### config.mk
export PLATFORM = sky130hd
export DESIGN_NAME = stream_demux_flat
export DESIGN_NICKNAME = d
export VERILOG_FILES = /design/src/rtl/stream_demux_if.sv /design/src/rtl/stream_demux.sv /design/src/flat_wrapper.sv
export SDC_FILE = /design/constraint.sdc
export NUM_CORES = 1
export LEC_CHECK = 0
export ABC_CLOCK_PERIOD_IN_PS = 1500
export CAP_MARGIN = 5
export CORE_MARGIN = 1
export CORE_UTILIZATION = 40
export DETAILED_ROUTE_END_ITERATION = 10
export PLACE_DENSITY = 0.89
export REMOVE_ABC_BUFFERS = 1
export SYNTH_ARGS = -nofsm -noshare
export SYNTH_HDL_FRONTEND = slang
export SYNTH_SLANG_ARGS = --single-unit
### constraint.sdc
create_clock -name clk -period 1.5 [get_ports clk]
set_input_delay 0.3 -clock clk [delete_from_list [all_inputs] [get_ports clk]]
set_output_delay 0.3 -clock clk [all_outputs]
set_load 0.02 [all_outputs]
### src/rtl/stream_demux_if.sv
// -----------------------------------------------------------------------------
// stream_demux_if
//   Bundle of the handshake and data signals around the 1:2 stream
//   demultiplexer. One instance connects the upstream producer, both
//   downstream consumers and the counter controls to the demux.
//
//   Parameters
//     WIDTH  data word width in bits
//     CNT_W  width of the per-output delivered-word counters
//
//   Signals
//     in_data  / in_sel / in_valid / in_ready  : upstream stream
//     a_data   / a_valid / a_ready             : output A stream
//     b_data   / b_valid / b_ready             : output B stream
//     cnt_clr                                  : synchronous counter clear
//     a_count  / b_count                       : words delivered per output
//
//   Modports
//     slave  : the demux itself (consumes in_*, produces a_* / b_*)
//     master : the surrounding environment (producer + both consumers)
// -----------------------------------------------------------------------------
interface stream_demux_if #(
  parameter int WIDTH = 16,
  parameter int CNT_W = 8
);

  logic [WIDTH-1:0] in_data;
  logic             in_sel;
  logic             in_valid;
  logic             in_ready;

  logic [WIDTH-1:0] a_data;
  logic             a_valid;
  logic             a_ready;

  logic [WIDTH-1:0] b_data;
  logic             b_valid;
  logic             b_ready;

  logic             cnt_clr;
  logic [CNT_W-1:0] a_count;
  logic [CNT_W-1:0] b_count;

  modport slave (
    input  in_data,
    input  in_sel,
    input  in_valid,
    output in_ready,
    output a_data,
    output a_valid,
    input  a_ready,
    output b_data,
    output b_valid,
    input  b_ready,
    input  cnt_clr,
    output a_count,
    output b_count
  );

  modport master (
    output in_data,
    output in_sel,
    output in_valid,
    input  in_ready,
    input  a_data,
    input  a_valid,
    output a_ready,
    input  b_data,
    input  b_valid,
    output b_ready,
    output cnt_clr,
    input  a_count,
    input  b_count
  );

endinterface : stream_demux_if

### src/rtl/stream_demux.sv
// -----------------------------------------------------------------------------
// stream_demux
//   1:2 demultiplexer for datapath words. Each word offered on the input
//   stream is steered to output A (in_sel = 0) or output B (in_sel = 1).
//   Every output owns a one-entry registered slot, so a stalled consumer only
//   back-pressures words aimed at its own slot; the other path keeps flowing.
//   A slot can drain and reload in the same cycle, giving one word per cycle
//   per output. Load latency is one clock.
//
//   Ports
//     clk    : system clock, rising edge
//     rst_n  : asynchronous active-low reset; empties both slots, zeroes data
//              and counters (held words are discarded, never replayed)
//     bus    : stream_demux_if.slave carrying
//                in_data/in_sel/in_valid -> in_ready (combinational)
//                a_data/a_valid <- a_ready, b_data/b_valid <- b_ready
//                cnt_clr -> a_count/b_count
//
//   Optional feature (macro STREAM_DEMUX_COUNT_EN)
//     Defined     : a_count/b_count count output handshakes, wrap modulo
//                   2^CNT_W; cnt_clr zeroes both and beats an increment.
//     Not defined : no counter registers; counts read 0; cnt_clr ignored.
// -----------------------------------------------------------------------------
module stream_demux #(
  parameter int WIDTH = 16,
  parameter int CNT_W = 8
) (
  input  logic            clk,
  input  logic            rst_n,
  stream_demux_if.slave   bus
);

  // Per-output slot state; encoding doubles as the valid flag.
  typedef enum logic {
    ST_EMPTY = 1'b0,
    ST_FULL  = 1'b1
  } slot_state_e;

  slot_state_e      a_state_r;
  slot_state_e      a_state_next_s;
  slot_state_e      b_state_r;
  slot_state_e      b_state_next_s;

  logic [WIDTH-1:0] a_data_r;
  logic [WIDTH-1:0] b_data_r;

  logic             a_valid_s;
  logic             b_valid_s;
  logic             a_room_s;
  logic             b_room_s;
  logic             in_ready_s;
  logic             accept_s;
  logic             load_a_s;
  logic             load_b_s;
  logic             drain_a_s;
  logic             drain_b_s;

  // ---------------------------------------------------------------------------
  // Handshake decode
  // ---------------------------------------------------------------------------
  assign a_valid_s = (a_state_r == ST_FULL);
  assign b_valid_s = (b_state_r == ST_FULL);

  // A slot can take a word if it is empty or is being drained this cycle.
  assign a_room_s  = !a_valid_s || bus.a_ready;
  assign b_room_s  = !b_valid_s || bus.b_ready;

  // Ready looks only at the selected slot, so a stall on the other output
  // never blocks this word.
  assign in_ready_s = bus.in_sel ? b_room_s : a_room_s;
  assign accept_s   = bus.in_valid && in_ready_s;

  assign load_a_s  = accept_s && !bus.in_sel;
  assign load_b_s  = accept_s &&  bus.in_sel;
  assign drain_a_s = a_valid_s && bus.a_ready;
  assign drain_b_s = b_valid_s && bus.b_ready;

  // ---------------------------------------------------------------------------
  // Output A slot
  // ---------------------------------------------------------------------------

  // Next-state logic for the output A slot.
  always_comb begin
    a_state_next_s = a_state_r;
    case (a_state_r)
      ST_EMPTY: begin
        if (load_a_s) begin
          a_state_next_s = ST_FULL;
        end else begin
          a_state_next_s = ST_EMPTY;
        end
      end
      ST_FULL: begin
        // Load wins over drain: drain+load keeps the slot full.
        if (load_a_s) begin
          a_state_next_s = ST_FULL;
        end else if (drain_a_s) begin
          a_state_next_s = ST_EMPTY;
        end else begin
          a_state_next_s = ST_FULL;
        end
      end
      default: begin
        a_state_next_s = ST_EMPTY;
      end
    endcase
  end

  // State and data registers for the output A slot.
  always_ff @(posedge clk or negedge rst_n) begin
    if (!rst_n) begin
      a_state_r <= ST_EMPTY;
      a_data_r  <= {WIDTH{1'b0}};
    end else begin
      a_state_r <= a_state_next_s;
      if (load_a_s) begin
        a_data_r <= bus.in_data;
      end
    end
  end

  // ---------------------------------------------------------------------------
  // Output B slot
  // ---------------------------------------------------------------------------

  // Next-state logic for the output B slot.
  always_comb begin
    b_state_next_s = b_state_r;
    case (b_state_r)
      ST_EMPTY: begin
        if (load_b_s) begin
          b_state_next_s = ST_FULL;
        end else begin
          b_state_next_s = ST_EMPTY;
        end
      end
      ST_FULL: begin
        if (load_b_s) begin
          b_state_next_s = ST_FULL;
        end else if (drain_b_s) begin
          b_state_next_s = ST_EMPTY;
        end else begin
          b_state_next_s = ST_FULL;
        end
      end
      default: begin
        b_state_next_s = ST_EMPTY;
      end
    endcase
  end

  // State and data registers for the output B slot.
  always_ff @(posedge clk or negedge rst_n) begin
    if (!rst_n) begin
      b_state_r <= ST_EMPTY;
      b_data_r  <= {WIDTH{1'b0}};
    end else begin
      b_state_r <= b_state_next_s;
      if (load_b_s) begin
        b_data_r <= bus.in_data;
      end
    end
  end

  // ---------------------------------------------------------------------------
  // Delivered-word counters
  // ---------------------------------------------------------------------------
`ifdef STREAM_DEMUX_COUNT_EN

  logic [CNT_W-1:0] a_count_r;
  logic [CNT_W-1:0] b_count_r;

  // Output A handshake counter; clear beats a same-cycle increment.
  always_ff @(posedge clk or negedge rst_n) begin
    if (!rst_n) begin
      a_count_r <= {CNT_W{1'b0}};
    end else if (bus.cnt_clr) begin
      a_count_r <= {CNT_W{1'b0}};
    end else if (drain_a_s) begin
      a_count_r <= a_count_r + {{(CNT_W-1){1'b0}}, 1'b1};
    end
  end

  // Output B handshake counter; clear beats a same-cycle increment.
  always_ff @(posedge clk or negedge rst_n) begin
    if (!rst_n) begin
      b_count_r <= {CNT_W{1'b0}};
    end else if (bus.cnt_clr) begin
      b_count_r <= {CNT_W{1'b0}};
    end else if (drain_b_s) begin
      b_count_r <= b_count_r + {{(CNT_W-1){1'b0}}, 1'b1};
    end
  end

  assign bus.a_count = a_count_r;
  assign bus.b_count = b_count_r;

`else

  // Counters not built: the clear input has no function here.
  logic cnt_clr_unused_s;
  assign cnt_clr_unused_s = bus.cnt_clr;

  assign bus.a_count = {CNT_W{1'b0}};
  assign bus.b_count = {CNT_W{1'b0}};

`endif

  // ---------------------------------------------------------------------------
  // Outputs: data and valid come straight from the slot registers.
  // ---------------------------------------------------------------------------
  assign bus.in_ready = in_ready_s;
  assign bus.a_data   = a_data_r;
  assign bus.a_valid  = a_valid_s;
  assign bus.b_data   = b_data_r;
  assign bus.b_valid  = b_valid_s;

endmodule : stream_demux

### src/flat_wrapper.sv
// flat-port wrapper written by rule: the top's interface ports become plain ports
module stream_demux_flat 
#(
  parameter int WIDTH = 16,
  parameter int CNT_W = 8
)
  (clk, rst_n, bus_in_data, bus_in_sel, bus_in_valid, bus_in_ready, bus_a_data, bus_a_valid, bus_a_ready, bus_b_data, bus_b_valid, bus_b_ready, bus_cnt_clr, bus_a_count, bus_b_count);
  stream_demux_if #(.WIDTH(WIDTH), .CNT_W(CNT_W)) bus_i ();
  input  logic clk;
  input  logic rst_n;
  input wire logic [$bits(bus_i.in_data)-1:0] bus_in_data;
  input wire logic [$bits(bus_i.in_sel)-1:0] bus_in_sel;
  input wire logic [$bits(bus_i.in_valid)-1:0] bus_in_valid;
  output wire logic [$bits(bus_i.in_ready)-1:0] bus_in_ready;
  output wire logic [$bits(bus_i.a_data)-1:0] bus_a_data;
  output wire logic [$bits(bus_i.a_valid)-1:0] bus_a_valid;
  input wire logic [$bits(bus_i.a_ready)-1:0] bus_a_ready;
  output wire logic [$bits(bus_i.b_data)-1:0] bus_b_data;
  output wire logic [$bits(bus_i.b_valid)-1:0] bus_b_valid;
  input wire logic [$bits(bus_i.b_ready)-1:0] bus_b_ready;
  input wire logic [$bits(bus_i.cnt_clr)-1:0] bus_cnt_clr;
  output wire logic [$bits(bus_i.a_count)-1:0] bus_a_count;
  output wire logic [$bits(bus_i.b_count)-1:0] bus_b_count;
  assign bus_i.in_data = bus_in_data;
  assign bus_i.in_sel = bus_in_sel;
  assign bus_i.in_valid = bus_in_valid;
  assign bus_in_ready = bus_i.in_ready;
  assign bus_a_data = bus_i.a_data;
  assign bus_a_valid = bus_i.a_valid;
  assign bus_i.a_ready = bus_a_ready;
  assign bus_b_data = bus_i.b_data;
  assign bus_b_valid = bus_i.b_valid;
  assign bus_i.b_ready = bus_b_ready;
  assign bus_i.cnt_clr = bus_cnt_clr;
  assign bus_a_count = bus_i.a_count;
  assign bus_b_count = bus_i.b_count;
  stream_demux #(.WIDTH(WIDTH), .CNT_W(CNT_W)) u_core (.clk(clk), .rst_n(rst_n), .bus(bus_i));
endmodule
==> metrics.yaml, run 1 <==
drt:
  vias_per_cell: 4.64
  drtIter0Drc: 22
  dr.pass1.iters: 4
  drc: 0
  ant_nets: 0
  vias: 988
  totalWireLength_mm: 3.21
  wire_per_inst_um: 15.1
synthesis:
  netlist_top_cells_area: "dfrtp_1, mux2_2, mux2_4"
  ys_ff_latch: 34
  syn_area_um2: 1500
  synth.distinct_cells: 15
  ys_seq_area_frac: 0.568
  yosys_warnings: 0
  syn_inst: 96
  post-synth-top-area-cell: "dfrtp_1"
  yosysTopAreaCellShare: 0.568
  synth.avg_cell_area_um2: 15.6
sta:
  final-hold-violation-count: 0
  setup_ws_ps: 43.9
  fmax_ghz: 0.687
  layout_min_cycle_time_ps: 1460
  skew_ps: 5.92
  period_share: 0.971
  rsz0062_at_grt: "no"
  drv_slew: 0
  setup_violations: 0
layout:
  fin_area_um2: 2230
  insertedDiodeCount: 0
  final_util: 0.643
  fin_nets: 189
  layout-drive-gt1-share: 0.335
  area_delta_synth_final_pct: 48.8
global_routing:
  antenna_found_initial: 0
  grt_pass1_vias: 1012
  track_usage: 0.181
  grt_pass1_wl_mm: 5.24
  grt_max_degree: 35
  grt_overflow: 0
floorplanning:
  dieArea_um2: 4000
  rows: 21
  core_um2: 3470
  dieWidth_um: 63.2
  die_y_um: 63.2
  start_util: 0.432
  boundaryPins: 74
clock_network:
  cts-buffers-inserted: 5
  htreeDepth: 2
  root_buffer: "clkbuf_8"
  cts.sinks: 34
  cts-hold-fix-buffers: 0
  path_clk_slew_ps: 70
  cts_tree: "yes"
  clock_path_buffers: 2
  worstSkewPairLatency_ps: 280
flow_run:
  drv_cap: 0
pwr:
  power_density_nw_per_um2: 1210
  finalPower_w: 0.00269
  power.leakage_nw: 1.07
  peakVddDrop_uv: 574
setup_path:
  path_class: "in2reg"
  path_cells: "clkdlybuf4s50_1, nand2b_4, nor2b_4, buf_12, buf_16, mux2_4"
  worst-path-max-fanout: 5
  endpoint_kind: "register"
  crit_path_top_delay_cell: "clkdlybuf4s50_1"
  arrival_ps: 1620
  max_stage_delay_ps: 530
  startpoint: "bus_in_valid"
  required_ps: 1660
  start_kind: "primary input"
  crit-reg2reg-launch: "u_core.bus.a_valid$_DFF_PN0_"
place:
  globalplace.congestion: 0.714
  dp_slack_ps: -419
  hpwlAfterDp_mm: 2.20
  port_buffers: 56
  postPlaceCellArea_um2: 2120
status:
  status: "complete, no violations"
min_path:
  hold_class: "in2async"
## final timing paths
kind	endpoint	slack, ps	depth (start not counted)
setup reg to reg	u_core.bus.a_data[7]$_DFFE_PN0P_	60	6
min in group clk	u_core.bus.b_data[12]$_DFFE_PN0P_	500	1
hold reg to reg	u_core.bus.b_data[12]$_DFFE_PN0P_	500	1
hold / removal	u_core.bus.b_data[12]$_DFFE_PN0P_	390	2
max in group asynchronous	u_core.bus.a_data[14]$_DFFE_PN0P_	930	2
setup / recovery	u_core.bus.a_data[7]$_DFFE_PN0P_	40	6
## layer usage
metal  part of all wire  wire length (um)  global-route usage
met5                  0                 0                   0
met4             0.0084                27              0.0909
met3              0.073               235              0.0507
met2               0.52              1680               0.327
met1               0.39              1260               0.190
## metrics by stage
step / cells / TNS (ps) / hold slack, ps
after floorplan: 92 / 0 / 4.41
after global placement: 202 / -8930 / 490
after detailed placement: 202 / -10070 / 494
after CTS: 213 / 0 / 390
after global routing: 213 / 0 / 411
final: 213 / 0 / 393
## state kept, by name, indices dropped and copies added (netlist names)
signal / count
u_core.bus.b_valid: 1
u_core.bus.a_valid: 1
u_core.bus.b_data: 16
u_core.bus.a_data: 16
## cell families (layout without fill, tap and decap cells)
logic type / Yosys count / after routing / synth area share
DFF: 34 / 34 / 0.568
muxes: 32 / 32 / 0.265
buffers and inverters: 19 / 75 / 0.109
and+or+nand+nor: 9 / 9 / 0.0526
other: 1 / 16 / 0.00250
AOI/OAI and AO/OA: 1 / 1 / 0.00334
## layout by cell type (no fill, tap or decap), types with 2 or more instances in the layout
cell and instances:
clkbuf_8 6, buf_12 4, dfrtp_1 34, mux2_2 18
clkdlybuf4s50_1 19, buf_4 3, nand2b_4 2, nand2_1 2
buf_6 3, dlygate4sd2_1 36, mux2_4 14, conb_1 16
## final cells by class
type                    count  area (um2)
repair buffers             67         674
well taps                  46        57.6
fillers                   255        1240
multi-input cells          58         557
clock buffers               7        86.3
clock inverters             1        5.00
flip-flops and latches     34         851
## synthesized netlist by cell type, drive strengths merged
cell type   n
dfrtp      34
nand2       2
buf        19
nor2        2
nor2b       2
conb        1
nand2b      3
a21oi       1
mux2       32
## critical path: cells and delay by family
family | cells | cell delay (ps)
mux | 1 | 300
simple gates | 2 | 250
buf+inv | 3 | 770
## power breakdown
part           switching (W)  internal, W  leakage (nW)
registers          0.0000854      0.00108         0.400
logic               0.000435     0.000422         0.620
clock network       0.000303     0.000370        0.0482
total               0.000823      0.00187          1.07
## timing repair
action | in CTS | in global routing
buffers inserted | 3 | 0
setup endpoints to repair | 64 | 0
resized for setup | 48 | 0
No activity file was read; power rests on OpenSTA's default activity.
==> inputs of run 2 (changes only) <==
Settings changed: ABC_AREA set to 1, ABC_CLOCK_PERIOD_IN_PS 1500 to 1230, CORE_ASPECT_RATIO set to 1.25, CORE_UTILIZATION 40 to 37, PLACE_DENSITY 0.89 to 0.85.
Clock period 1.5 ns to 1.23 ns, I/O delays scaled along.
==> run 2 against run 1 <==
Against the previous run: first-iteration DRC count rose to 3.0 times the previous value; sequential power up 20%; largest power group unchanged; the run now ends with setup timing left; total power up 17%; synthesized cell count up 77%; largest cell class unchanged; clock-buffer cell count unchanged; area after synthesis up 5.5%.
==> metrics.yaml, run 2 <==
setup_path:
  path_buf_inv: 1  # was 3
  critPathMostFrequentCell: "nand2_1"
  required_ps: 980  # was 1660 ps
  arrival_ps: 1030  # was 1620 ps
  path_class: "reg2out"  # was in2reg
  max_stage_delay_ps: 390  # was 530 ps
  endpoint_kind: "output port"  # was register
  worst-path-max-fanout: 2  # was 5
  start_kind: "register"  # was primary input
  path_cells: "nand2_2, nand2_1, nand2_1, buf_6"  # was clkdlybuf4s50_1, nand2b_4, nor2b_4, buf_12, buf_16, mux2_4
  crit_path_top_delay_cell: "dfrtp_1"  # was clkdlybuf4s50_1
  critical-path-top-delay-family: "flip-flops"  # was buffers and inverters
sta:
  layout_min_cycle_time_ps: 1270
  final-hold-violation-count: 0  # unchanged
  rsz0062_at_grt: "yes"  # was no
  timing.hold.ws_ps: 405  # was 393 ps
  drv_slew: 0  # unchanged
  setup_ws_ps: -43.0  # was 43.9 ps
  skew_ps: 3.57  # was 5.92 ps
  setup_violations: 1  # was 0
  fmax_ghz: 0.786
  period_share: 1.03
global_routing:
  antenna_found_initial: 0  # unchanged
  grt_pass1_vias: 1201  # was 1,012
  grt_max_degree: 27  # was 35
  track_usage: 0.179  # was 0.181
  grt_pass1_wl_mm: 5.82  # was 5.24 mm
  grt_overflow: 0  # unchanged
synthesis:
  yosys_warnings: 0  # unchanged
  synth-compound-area-share: 0  # was 0.00334
  synth-adder-area-share: 0  # unchanged
  netlist_top_cells_area: "dfrtp_1, nand2_1, nand4_1"  # was dfrtp_1, mux2_2, mux2_4
  synth.distinct_cells: 12  # was 15
  ys_ff_latch: 34  # unchanged
  muxShareOfSynthArea: 0  # was 0.265
  synth_top_family_by_area: "simple AND/OR/NAND/NOR gates"  # was multiplexers
  synth.avg_cell_area_um2: 9.30  # was 15.6 um2
  post-synth-top-area-cell: "dfrtp_1"  # unchanged
  synth-simple-area-share: 0.324  # was 0.0526
  yosysMostFrequentCell: "nand2_1"  # was dfrtp_1
  syn_inst: 170  # was 96
  synth_xor_area_frac: 0  # unchanged
  syn_area_um2: 1580  # was 1500 um2
  ys_async_sr_fraction: 1.00  # unchanged
  ys_seq_area_frac: 0.538  # was 0.568
  synth_common_cells: "nand2_1, dfrtp_1, nand4_1"  # was dfrtp_1, mux2_2, buf_4
  ys.flop_type: "dfrtp_1"  # unchanged
  synth_edf_count: 0  # unchanged
  yosysTopAreaCellShare: 0.538  # was 0.568
place:
  globalplace.congestion: 0.704  # was 0.714
  hpwlAfterDp_mm: 2.64  # was 2.20 mm
  postPlaceCellArea_um2: 2150  # was 2120 um2
  post-place-cells: 280  # was 202
  port_buffers: 56  # unchanged
drt:
  drc: 0  # unchanged
  drtIter0Drc: 66  # was 22
  vias_per_cell: 4.78  # was 4.64
  totalWireLength_mm: 3.93  # was 3.21 mm
  dr.pass1.iters: 4  # unchanged
  vias: 1392  # was 988
  ant_nets: 0  # unchanged
  wire_per_inst_um: 13.5  # was 15.1 um
floorplanning:
  die_y_um: 75.1  # was 63.2 um
  core_um2: 4100  # was 3470 um2
  start_util: 0.386  # was 0.432
  dieWidth_um: 60.5  # was 63.2 um
  dieArea_um2: 4540  # was 4000 um2
  rows: 26  # was 21
  boundaryPins: 74  # unchanged
clock_network:
  clock_path_buffers: 2  # unchanged
  root_buffer: "clkbuf_8"  # unchanged
  worstSkewPairLatency_ps: 280  # about the same
  cts_setup_buffers: 0  # was 3
  cts.sinks: 34  # unchanged
  cts_tree: "yes"  # unchanged
  path_clk_slew_ps: 70  # about the same
  cts-buffers-inserted: 5  # unchanged
  htreeDepth: 2  # unchanged
layout:
  fin_area_um2: 2200  # was 2230 um2
  fin_nets: 257  # was 189
  area_delta_synth_final_pct: 39.4  # was 48.8%
  final_cell_mix: "nand2_1, dfrtp_1, nand4_1, clkbuf_2, clkdlybuf4s50_1"  # was dlygate4sd2_1, dfrtp_1, clkdlybuf4s50_1, mux2_2, conb_1
  layout-drive-gt1-share: 0.204  # was 0.335
  layout_commonest_cell: "nand2_1"  # was dlygate4sd2_1
  layout.cells.non_filler: 291  # was 213
  insertedDiodeCount: 0  # unchanged
min_path:
  hold_class: "in2async"  # unchanged
status:
  violations: "setup timing"
  status: "finished, violations left"  # was complete, no violations
pwr:
  peakVddDrop_uv: 701  # was 574 uV
  power.leakage_nw: 1.17  # was 1.07 nW
  power_density_nw_per_um2: 1430  # was 1210 nW/um2
  finalPower_w: 0.00314  # was 0.00269 W
flow_run:
  drv_cap: 0  # unchanged
## run 2: changes by cell type after synthesis, moves of 2 or more
| cell | change |
|---|---|
| inv_1 | +2 |
| buf_2 | +7 |
| nand3_4 | +2 |
| nand2_1 | +67 |
| mux2_4 | -10 |
| nand2b_4 | -2 |
| nand4_1 | +32 |
| mux2_2 | -22 |
## run 2: repair_timing
action	4_1_cts	5_1_grt
hold buffers	1	0
endpoints found under the setup margin	68	55
gates cloned	2	0
hold endpoints to repair	15	0
pin swaps	2	3
gates resized for setup	79	27
## run 2: kinds of logic (layout without fill, tap and decap cells)
| family | after synthesis | in the layout |
|---|---|---|
| DFF | 34 | 34 |
| other | 1 | 16 |
| and+or+nand+nor | 105 | 107 |
| buffers and inverters | 30 | 78 |
## run 2: layout make-up
class	count	area, um2
well taps	56	70.1
repair buffers	67	567
clock inverters	1	5.00
flip-flops and latches	34	851
multi-input cells	123	607
clock buffers	7	86.3
fillers	417	1890
inverters	3	18.8
## run 2: layer usage
layer / GRT usage / vias up / share of wire
li1: - / 671 / -
met1: 0.232 / 656 / 0.40
met2: 0.292 / 57 / 0.51
met3: 0.0344 / 8 / 0.068
met4: 0.0758 / 0 / 0.017
met5: 0 / - / 0
## run 2: stage by stage
| stage | TNS (ps) | worst slack [ps] | util |
|---|---|---|---|
| 6_report | -43.0 | -43.0 | 0.538 |
| 5_1_grt | -127 | -104 | 0.538 |
| 4_1_cts | -108 | -98.2 | 0.558 |
| 3_5_place_dp | -14030 | -654 | 0.526 |
| 3_3_place_gp | -13500 | -651 | 0.526 |
| 2_1_floorplan | 0 | 40.5 | - |
## run 2: worst paths after layout
path / from / end / slack (ps) / cells after the start
max: u_core.bus.a_valid$_DFF_PN0_ / bus_in_ready / -40 / 4
min: rst_n / u_core.bus.b_data[7]$_DFFE_PN0P_ / 410 / 2
min reg2reg: u_core.bus.a_data[15]$_DFFE_PN0P_ / u_core.bus.a_data[15]$_DFFE_PN0P_ / 470 / 2
max in group asynchronous: rst_n / u_core.bus.b_data[13]$_DFFE_PN0P_ / 400 / 3
min in group clk: u_core.bus.a_data[15]$_DFFE_PN0P_ / u_core.bus.a_data[15]$_DFFE_PN0P_ / 470 / 2
max reg2reg: u_core.bus.a_valid$_DFF_PN0_ / u_core.bus.a_data[3]$_DFFE_PN0P_ / 100 / 5
## run 2: where the power goes
| group | total, W | internal [W] | switching (W) |
|---|---|---|---|
| Sequential | 0.00139 | 0.00129 | 0.000100 |
| Combinational | 0.000910 | 0.000335 | 0.000574 |
| Clock | 0.000841 | 0.000451 | 0.000389 |
==> inputs of run 3 (changes only) <==
Settings changed: CAP_MARGIN 5 to 40, RECOVER_POWER set to 100, SLEW_MARGIN set to 20.
==> run 3 against run 2 <==
Against the previous run: register-to-register slack worse by 100 ps; worst setup slack better by 3.5 ps; global-route usage unchanged; clock-buffer cell count unchanged; via count up 0.50%; final area down 1.9%; first-iteration DRC count down 6.1%; sequential share of layout area up 0.74 points; the flow still finishes with violations (setup timing).
==> metrics.yaml, run 3 (synthesis results as in run 2) <==
status:
  status: "finished, violations left"  # unchanged
  violations: "setup timing"  # unchanged
sta:
  drv_slew: 0  # unchanged
  rsz0062_at_grt: "yes"  # unchanged
  layout_min_cycle_time_ps: 1270  # about the same
  skew_ps: 5.32  # was 3.57 ps
  final-hold-violation-count: 0  # unchanged
  setup_ws_ps: -39.5  # was -43.0 ps
  setup_violations: 3  # was 1
  fmax_ghz: 0.788  # was 0.786 GHz
  period_share: 1.03  # about the same
layout:
  insertedDiodeCount: 0  # unchanged
  fin_area_um2: 2160  # was 2200 um2
  layout_commonest_cell: "nand2_1"  # unchanged
  fin_nets: 257  # unchanged
  final_util: 0.528  # was 0.538
  area_delta_synth_final_pct: 36.8  # was 39.4%
  layout-drive-gt1-share: 0.119  # was 0.204
  final_cell_mix: "nand2_1, dfrtp_1, nand4_1, clkbuf_1, clkdlybuf4s50_1"  # was nand2_1, dfrtp_1, nand4_1, clkbuf_2, clkdlybuf4s50_1
  layout.cells.non_filler: 291  # unchanged
drt:
  vias_per_cell: 4.81  # was 4.78
  drtIter0Drc: 62  # was 66
  wire_per_inst_um: 13.6  # was 13.5 um
  ant_nets: 0  # unchanged
  dr.pass1.iters: 4  # unchanged
  drc: 0  # unchanged
  totalWireLength_mm: 3.95  # was 3.93 mm
  vias: 1399  # was 1,392
pwr:
  swShare: 0.342  # was 0.339
  power_frac_seq: 0.448  # was 0.443
  power.combinational.fraction: 0.282  # was 0.289
  peakVddDrop_uv: 708  # was 701 uV
  power.leakage_nw: 1.10  # was 1.17 nW
  clockPowerShare: 0.270  # was 0.267
  p_int_w: 0.00205  # was 0.00208 W
  power_density_nw_per_um2: 1440  # was 1430 nW/um2
  power.switching_w: 0.00106  # about the same
clock_network:
  root_buffer: "clkbuf_8"  # unchanged
  cts_setup_buffers: 0  # unchanged
  worstSkewPairLatency_ps: 290  # was 280 ps
  cts.sinks: 34  # unchanged
  cts_tree: "yes"  # unchanged
  path_clk_slew_ps: 70  # about the same
  cts-buffers-inserted: 5  # unchanged
  htreeDepth: 2  # unchanged
  clock_path_buffers: 2  # unchanged
setup_path:
  r2r_setup_slack_ps: 0  # was 100 ps
  start_kind: "register"  # unchanged
  endpoint_kind: "output port"  # unchanged
  r2r-end: "u_core.bus.b_data[1]$_DFFE_PN0P_"  # was u_core.bus.a_data[3]$_DFFE_PN0P_
  required_ps: 980  # about the same
  worst-r2r-cell-count: 5  # unchanged
  worst-path-max-fanout: 2  # unchanged
  arrival_ps: 1020  # was 1030 ps
  path_class: "reg2out"  # unchanged
  crit-reg2reg-launch: "u_core.bus.b_valid$_DFF_PN0_"  # was u_core.bus.a_valid$_DFF_PN0_
floorplanning:
  core_um2: 4100  # unchanged
  dieWidth_um: 60.5  # unchanged
  start_util: 0.386  # unchanged
  dieArea_um2: 4540  # unchanged
  boundaryPins: 74  # unchanged
  die_y_um: 75.1  # unchanged
  rows: 26  # unchanged
place:
  globalplace.congestion: 0.704  # unchanged
  hpwlAfterDp_mm: 2.64  # unchanged
  post-place-cells: 280  # unchanged
  dp_slack_ps: -654  # unchanged
  port_buffers: 56  # unchanged
  postPlaceCellArea_um2: 2150  # unchanged
global_routing:
  grt_max_degree: 27  # unchanged
  antenna_found_initial: 0  # unchanged
  grt_overflow: 0  # unchanged
  track_usage: 0.179  # unchanged
  grt_pass1_wl_mm: 5.82  # unchanged
  grt_pass1_vias: 1201  # unchanged
min_path:
  hold_class: "in2async"  # unchanged
flow_run:
  drv_cap: 0  # unchanged
-- run 3: cell count changes in the layout (fill, tap and decap cells not counted) --
cell,delta
buf_12,-1
buf_2,-1
buf_4,-1
buf_6,-1
clkbuf_1,+20
clkbuf_2,-19
clkbuf_4,+3
-- run 3: repair_timing --
action | 4_1_cts | 5_1_grt
hold buffers | 1 | 0
resized for setup | 79 | 27
cloned | 2 | 0
endpoints found under the setup margin | 68 | 55
endpoints found under the hold margin | 15 | 0
pin swaps | 2 | 3
-- run 3: critical path, stage by stage (launching register included) --
cell and delay (ps):
dfrtp_1 390, nand2_2 100, nand2_1 60, nand2_1 80
buf_6 110
-- run 3: worst max path at each step --
stage | slack (ps) | cells past startpoint | to | from
after floorplan | 40 | 3 | bus_in_ready | u_core.bus.a_valid$_DFF_PN0_
after detailed placement | -650 | 4 | bus_in_ready | bus_in_sel
final | -40 | 4 | bus_in_ready | u_core.bus.a_valid$_DFF_PN0_
after global routing | -100 | 4 | bus_in_ready | u_core.bus.a_valid$_DFF_PN0_
after global placement | -650 | 4 | bus_in_ready | bus_in_sel
after CTS | -100 | 6 | bus_in_ready | bus_b_ready
-- run 3: layout make-up --
type	count	area, um2
clock buffer	7	86.3
clock inverter	1	5.00
fill	428	1940
inverter	3	18.8
multi-input combinational	123	607
sequential	34	851
tap	56	70.1
timing repair buffer	67	526
-- run 3: stage by stage --
step	power, W	hold slack, ps	TNS [ps]
2_1_floorplan	0.00186	-49.6	0
3_3_place_gp	0.00242	189	-13500
3_5_place_dp	0.00244	193	-14030
4_1_cts	0.00322	415	-108
5_1_grt	0.00327	447	-1170
6_report	0.00311	402	-42.5
-- run 3: power groups by stage --
stage                     Combinational (W)  Sequential [W]  Clock (W)
after CTS                          0.000963         0.00139   0.000861
after detailed placement            0.00103         0.00141          0
after floorplan                    0.000240         0.00162          0
after global placement              0.00101         0.00141          0
after global routing               0.000952         0.00141   0.000905
final                              0.000877         0.00139   0.000840
-- run 3: metal layers --
metal | vias up | track usage | wire length [um]
met5 | - | 0 | 0
met1 | 654 | 0.232 | 1610
met2 | 65 | 0.292 | 2000
li1 | 672 | - | -
met3 | 8 | 0.0344 | 265
met4 | 0 | 0.0758 | 66
